## src/rtl/y86_pkg.sv

```systemverilog
// y86_pkg: shared Y86 constants for the execute-stage condition-code unit.
//   - icode values used by the E stage (NOP, CMOV, OPQ, JXX)
//   - ALU op select codes
//   - condition ifun codes for jXX / cmovXX
//   - RNONE register id and the M pipeline register layout
package y86_pkg;

    localparam logic [3:0] I_NOP  = 4'h1;
    localparam logic [3:0] I_CMOV = 4'h2;
    localparam logic [3:0] I_OPQ  = 4'h6;
    localparam logic [3:0] I_JXX  = 4'h7;

    localparam logic [1:0] ALU_ADD = 2'd0;
    localparam logic [1:0] ALU_SUB = 2'd1;
    localparam logic [1:0] ALU_AND = 2'd2;
    localparam logic [1:0] ALU_XOR = 2'd3;

    localparam logic [3:0] C_ALWAYS = 4'h0;
    localparam logic [3:0] C_LE     = 4'h1;
    localparam logic [3:0] C_L      = 4'h2;
    localparam logic [3:0] C_E      = 4'h3;
    localparam logic [3:0] C_NE     = 4'h4;
    localparam logic [3:0] C_GE     = 4'h5;
    localparam logic [3:0] C_G      = 4'h6;

    localparam logic [3:0] RNONE = 4'hF;

    typedef struct packed {
        logic        valid;
        logic [3:0]  icode;
        logic        cnd;
        logic [63:0] val_e;
        logic [3:0]  dst_e;
    } m_reg_t;

    localparam m_reg_t M_BUBBLE = '{valid: 1'b0, icode: I_NOP, cnd: 1'b0,
                                    val_e: 64'd0, dst_e: RNONE};

endpackage

```

## src/rtl/execute_cc_unit_cond_eval.sv

```systemverilog
// cond_eval: Y86 condition table for jXX / cmovXX.
//   ifun       : condition code select
//   zf, sf, of : condition flags
//   cnd        : condition result (0 for undefined ifun 7-15)
module cond_eval
    import y86_pkg::*;
(
    input  logic [3:0] ifun,
    input  logic       zf,
    input  logic       sf,
    input  logic       of,
    output logic       cnd
);

    logic lt;

    always_comb begin
        lt  = sf ^ of;
        cnd = 1'b0;
        case (ifun)
            C_ALWAYS: cnd = 1'b1;
            C_LE:     cnd = lt | zf;
            C_L:      cnd = lt;
            C_E:      cnd = zf;
            C_NE:     cnd = ~zf;
            C_GE:     cnd = ~lt;
            C_G:      cnd = ~lt & ~zf;
            default:  cnd = 1'b0;
        endcase
    end

endmodule

```

## src/rtl/execute_cc_unit.sv

```systemverilog
// execute_cc_unit: Y86 execute-stage condition-code register, condition
// evaluation and E->M pipeline register.
//   clk, rst            : clock, synchronous active-high reset
//   e_* / alu_*         : E-stage instruction and combinational ALU results
//   exc_hold            : downstream exception pending, blocks CC updates
//   m_stall / m_bubble  : M register hold / bubble insert (bubble wins)
//   alu_control         : ALU op select for the E instruction
//   e_cnd, e_bad_ifun   : combinational condition and ifun-range flag
//   zf, sf, of          : registered condition codes
//   m_*                 : M pipeline register contents
module execute_cc_unit
    import y86_pkg::*;
(
    input  logic        clk,
    input  logic        rst,
    input  logic        e_valid,
    input  logic [3:0]  e_icode,
    input  logic [3:0]  e_ifun,
    input  logic [3:0]  e_dstE,
    input  logic [63:0] alu_result,
    input  logic        alu_overflow,
    input  logic        exc_hold,
    input  logic        m_stall,
    input  logic        m_bubble,
    output logic [1:0]  alu_control,
    output logic        e_cnd,
    output logic        zf,
    output logic        sf,
    output logic        of,
    output logic        m_valid,
    output logic [3:0]  m_icode,
    output logic        m_cnd,
    output logic [63:0] m_valE,
    output logic [3:0]  m_dstE,
    output logic        e_bad_ifun
);

    logic   zf_q, sf_q, of_q;
    logic   zf_d, sf_d, of_d;
    m_reg_t m_q, m_d;
    logic   cnd_raw;
    logic   is_opq, is_cond, cc_upd;

    // Condition uses the flags as registered, before this cycle's update.
    cond_eval u_cond_eval (
        .ifun (e_ifun),
        .zf   (zf_q),
        .sf   (sf_q),
        .of   (of_q),
        .cnd  (cnd_raw)
    );

    always_comb begin
        is_opq      = (e_icode == I_OPQ);
        is_cond     = (e_icode == I_CMOV) || (e_icode == I_JXX);
        alu_control = is_opq ? e_ifun[1:0] : ALU_ADD;
        e_cnd       = is_cond ? cnd_raw : 1'b0;
        e_bad_ifun  = e_valid && ((is_opq && (e_ifun > 4'd3)) ||
                                  (is_cond && (e_ifun > 4'd6)));
        cc_upd      = e_valid && is_opq && !e_bad_ifun && !exc_hold;
    end

    always_comb begin
        zf_d = zf_q;
        sf_d = sf_q;
        of_d = of_q;
        if (cc_upd) begin
            zf_d = (alu_result == 64'd0);
            sf_d = alu_result[63];
            of_d = alu_overflow;
        end
    end

    always_comb begin
        m_d = m_q;
        if (m_bubble) begin
            m_d = M_BUBBLE;
        end else if (!m_stall) begin
            m_d.valid = e_valid;
            m_d.icode = e_icode;
            m_d.cnd   = e_cnd;
            m_d.val_e = alu_result;
            // A cmov that fails its condition must not write back.
            m_d.dst_e = ((e_icode == I_CMOV) && !e_cnd) ? RNONE : e_dstE;
        end
    end

    always_ff @(posedge clk) begin
        if (rst) begin
            zf_q <= 1'b1;
            sf_q <= 1'b0;
            of_q <= 1'b0;
            m_q  <= M_BUBBLE;
        end else begin
            zf_q <= zf_d;
            sf_q <= sf_d;
            of_q <= of_d;
            m_q  <= m_d;
        end
    end

    assign zf      = zf_q;
    assign sf      = sf_q;
    assign of      = of_q;
    assign m_valid = m_q.valid;
    assign m_icode = m_q.icode;
    assign m_cnd   = m_q.cnd;
    assign m_valE  = m_q.val_e;
    assign m_dstE  = m_q.dst_e;

endmodule

```

## config.mk

```make
export PLATFORM = sky130hd
export DESIGN_NAME = execute_cc_unit
export DESIGN_NICKNAME = d
export VERILOG_FILES = /design/src/rtl/y86_pkg.sv /design/src/rtl/execute_cc_unit_cond_eval.sv /design/src/rtl/execute_cc_unit.sv
export SDC_FILE = /design/constraint.sdc
export NUM_CORES = 1
export LEC_CHECK = 0
export ABC_AREA = 0
export ABC_CLOCK_PERIOD_IN_PS = 1450
export CAP_MARGIN = 20
export CORE_MARGIN = 4
export CORE_UTILIZATION = 35
export DETAILED_ROUTE_END_ITERATION = 7
export HOLD_SLACK_MARGIN = 0.03
export PLACE_DENSITY_LB_ADDON = 0.08
export SLEW_MARGIN = 20
export SYNTH_ARGS = -nofsm -noshare
export SYNTH_HDL_FRONTEND = slang
export SYNTH_SLANG_ARGS = --single-unit
```

## constraint.sdc

```tcl
create_clock -name clk -period 1.45 [get_ports clk]
set_clock_uncertainty 0.15 [all_clocks]
set_input_delay 0.145 -clock clk [delete_from_list [all_inputs] [get_ports clk]]
set_output_delay 0.145 -clock clk [all_outputs]
set_load 0.005 [all_outputs]
```

==> flow_metrics.py <==
metrics = {
    "route": {
        "routed-via-count": 3021,
        "ant_nets": 0,
        "route.detailed.drc": 0,
        "wl_per_cell_um": 15.3,
        "vias_per_cell": 4.74,
        "wl_um": 9760,
        "drt_first_pass_iters": 4,
        "drtIter0Drc": 70,
    },
    "yosys": {
        "synth-xor-area-share_pct": 0.570,
        "synth_cells": 303,
        "syn_nets": 386,
        "syn-cell-area_um2": 3070,
        "synth_compound_area_share_pct": 3.83,
        "synth_edf_count": 0,
        "async_reset_ff_share_pct": 0,
        "seq_area_frac_synth_pct": 50.2,
        "synth_cell_type_count": 30,
        "synth_top_family_by_area": "multiplexers",
        "synthAdderAreaFrac_pct": 0,
        "synthFlopType": "dfxtp_1",
        "ys_warn_count": 0,
        "ys_ff_latch": 77,
        "muxShareOfSynthArea_pct": 22.8,
        "syn_avg_cell_area_um2": 10.1,
        "yosys.area_share.simple_pct": 19.8,
    },
    "place": {
        "place_ws_ns": -1.02,
        "place_area_um2": 5160,
        "gp_congestion": 0.805,
        "port_buffers": 163,
        "hpwl_um": 7330,
    },
    "critical_path": {
        "r2r-start": "zf",
        "crit_slowest_cell": "dfxtp_2",
        "cp.required_ns": 1.15,
        "r2r_setup_slack_ns": -0.30,
        "start_kind": "flip-flop",
        "crit_chain": "or2b_1 > and4b_1 > a2bb2oi_2 > nor4b_4 > buf_2",
        "critPathTopFamily": "simple AND/OR/NAND/NOR gates",
        "worstPathArrival_ns": 1.55,
        "critical_path_class": "flip-flop to output port",
        "slowest_delay_ns": 0.34,
        "cp-startpoint": "zf",
        "crit_fanout": 5,
        "endpoint_kind": "output port",
        "r2r_end": "m_cnd",
        "reg2reg_depth": 7,
        "cp_num_buf_inv": 1,
    },
    "pwr": {
        "comb_power_share_pct": 16.3,
        "peakVddDrop_uv": 553,
        "power_switching_mw": 1.14,
        "p_leak_nw": 2.75,
        "seqPwrFrac_pct": 48.2,
        "p_per_area_nw_per_um2": 826,
        "power.share.switching_pct": 24.8,
        "intPower_mw": 3.45,
        "power.share.clock_pct": 35.5,
    },
    "layout": {
        "drive_gt1_share_pct": 24.1,
        "seqCellArea_um2": 1560,
        "area_growth_pct": 81.0,
        "multi_input_area_um2": 1630,
        "num-fill-cells": 747,
        "layout.nets": 610,
        "final_cell_mix": "dlygate4sd2_1, nor2_1, mux2i_1",
        "final_area_um2": 5560,
        "final_common_cell": "dlygate4sd2_1",
        "utilization_pct": 66.3,
    },
    "clocking": {
        "cts.clk_slew.worst_paths_ns": 0.08,
        "cts_buffer_depth": 2,
        "root_buffer": "clkbuf_8",
        "tritoncts": "done",
        "htreeDepth": 3,
        "clk_latency_ns": 0.34,
        "cts_sinks": 77,
        "cts_buffers": 9,
    },
    "sta": {
        "period_share_pct": 127,
        "fmax_mhz": 543,
        "rsz0062_at_grt": "true",
        "worst_slack_ns": -0.391,
        "whs_ns": 0.0308,
        "hold_violations": 0,
        "min_period_ns": 1.84,
        "finalMaxSlewViolations": 0,
        "setup_viol": 7,
        "relSlewSlack_pct": 71.4,
        "fin_setup_tns_ns": -1.70,
        "worst_pin_slew_ns": 0.430,
    },
    "global_routing": {
        "track_usage_pct": 18.8,
        "met2_usage_pct": 34.1,
        "grt_pass1_wl_um": 15300,
        "grt_pass1_vias": 3108,
        "busiest_layer": "met2",
        "met3_usage_pct": 7.09,
        "antenna_found_initial": 2,
        "grt_overflow": 0,
        "grt_start_max_net_pins": 42,
        "use_met1_pct": 20.1,
    },
    "die": {
        "die_y_um": 102,
        "ios": 164,
        "coreArea_um2": 8380,
        "initial_utilization_pct": 36.6,
        "die_width_um": 102,
        "rows": 33,
        "die_area_um2": 10300,
    },
    "status": {
        "violations": "setup timing",
        "status": "finished, violations left",
    },
    "hold_path": {
        "min-delay-start": "alu_result[33]",
        "holdCritPathClass": "primary input to flip-flop",
        "holdPathStages": 3,
        "hold_path_end": "m_valE[33]",
    },
    "run": {
        "cap_viol_max_count": 0,
    },
}
==> synthesized netlist by cell type (2+ instances only) <==
cell       n  area [um^2]
or2b_1     2         15.0
nand2_1    2         7.51
nand4_1    4         25.0
dfxtp_1   77         1540
nor2_1    72          270
nor3_1     5         25.0
mux2i_1   70          701
a21oi_1    2         10.0
nor2b_1    5         31.3
a211oi_1   4         30.0
nor3b_1    5         37.5
buf_2     15         75.1
o21ai_0    3         15.0
and2_1     3         18.8
clkbuf_1   3         11.3
nor4_1    16          100
xor2_1     2         17.5
==> worst max path at each step <==
stage | slack, ns | end | cells after the start
floorplan | -0.05 | m_dstE[0] | 5
detailed placement | -1.02 | zf | 6
CTS | -0.40 | e_cnd | 5
finish | -0.39 | e_cnd | 5
global route | -0.48 | e_cnd | 5
global placement | -0.96 | zf | 6
==> metal layers <==
metal	vias to the layer above	part of all wire, %
li1	1505	-
met1	1409	39
met2	94	51
met3	13	8.8
met4	0	1.6
met5	-	0
==> worst register-to-register path, cell delays in order, from the launching register on <==
cell       delay, ns
dfxtp_2         0.36
or2b_1          0.22
and4b_1         0.18
a2bb2oi_2       0.20
nor4b_4         0.08
buf_4           0.14
buf_6           0.13
a2bb2o_4        0.19
==> logic make-up after synthesis <==
kind of cell,after synthesis
buffers and inverters,18
multiplexers,70
XOR/XNOR,2
AND/OR/NAND/NOR,121
flip-flops,77
AO/OA/AOI/OAI,15
==> power groups by stage <==
| stage | sequential, mW | combinational (mW) | clock, mW |
|---|---|---|---|
| detailed placement | 2.26 | 0.789 | 0 |
| floorplan | 2.27 | 0.258 | 0 |
| finish | 2.21 | 0.751 | 1.63 |
| global route | 2.22 | 0.814 | 1.78 |
| global placement | 2.26 | 0.783 | 0 |
| CTS | 2.21 | 0.750 | 1.68 |
==> registers in the layout, indices dropped and copies added (netlist names) <==
name     flops
m_valE      64
m_valid      1
zf           1
m_icode      4
of           1
m_dstE       4
sf           1
m_cnd        1
==> through the flow <==
| stage | std cells | total power [mW] |
|---|---|---|
| after floorplan | 303 | 2.53 |
| after global placement | 601 | 3.04 |
| after detailed placement | 601 | 3.05 |
| after CTS | 631 | 4.64 |
| after global routing | 638 | 4.81 |
| final | 638 | 4.59 |
==> repair_timing <==
action                                  4_1_cts  5_1_grt
gates cloned                                  0        0
pin swaps                                    33       11
resized for setup                           240       18
hold buffers                                 13        5
endpoints found under the hold margin        13        5
endpoints found under the setup margin       89       11
buffers inserted                              4        0
==> final cells by class <==
type / count / area share, %
Timing Repair Buffer: 231 / 36.7
Multi-Input combinational cell: 208 / 29.2
Sequential cell: 77 / 28.1
Clock buffer: 10 / 2.48
Tap cell: 105 / 2.36
Clock inverter: 5 / 1.10
Antenna cell: 2 / 0.0900
No activity file was read; power rests on OpenSTA's default activity.
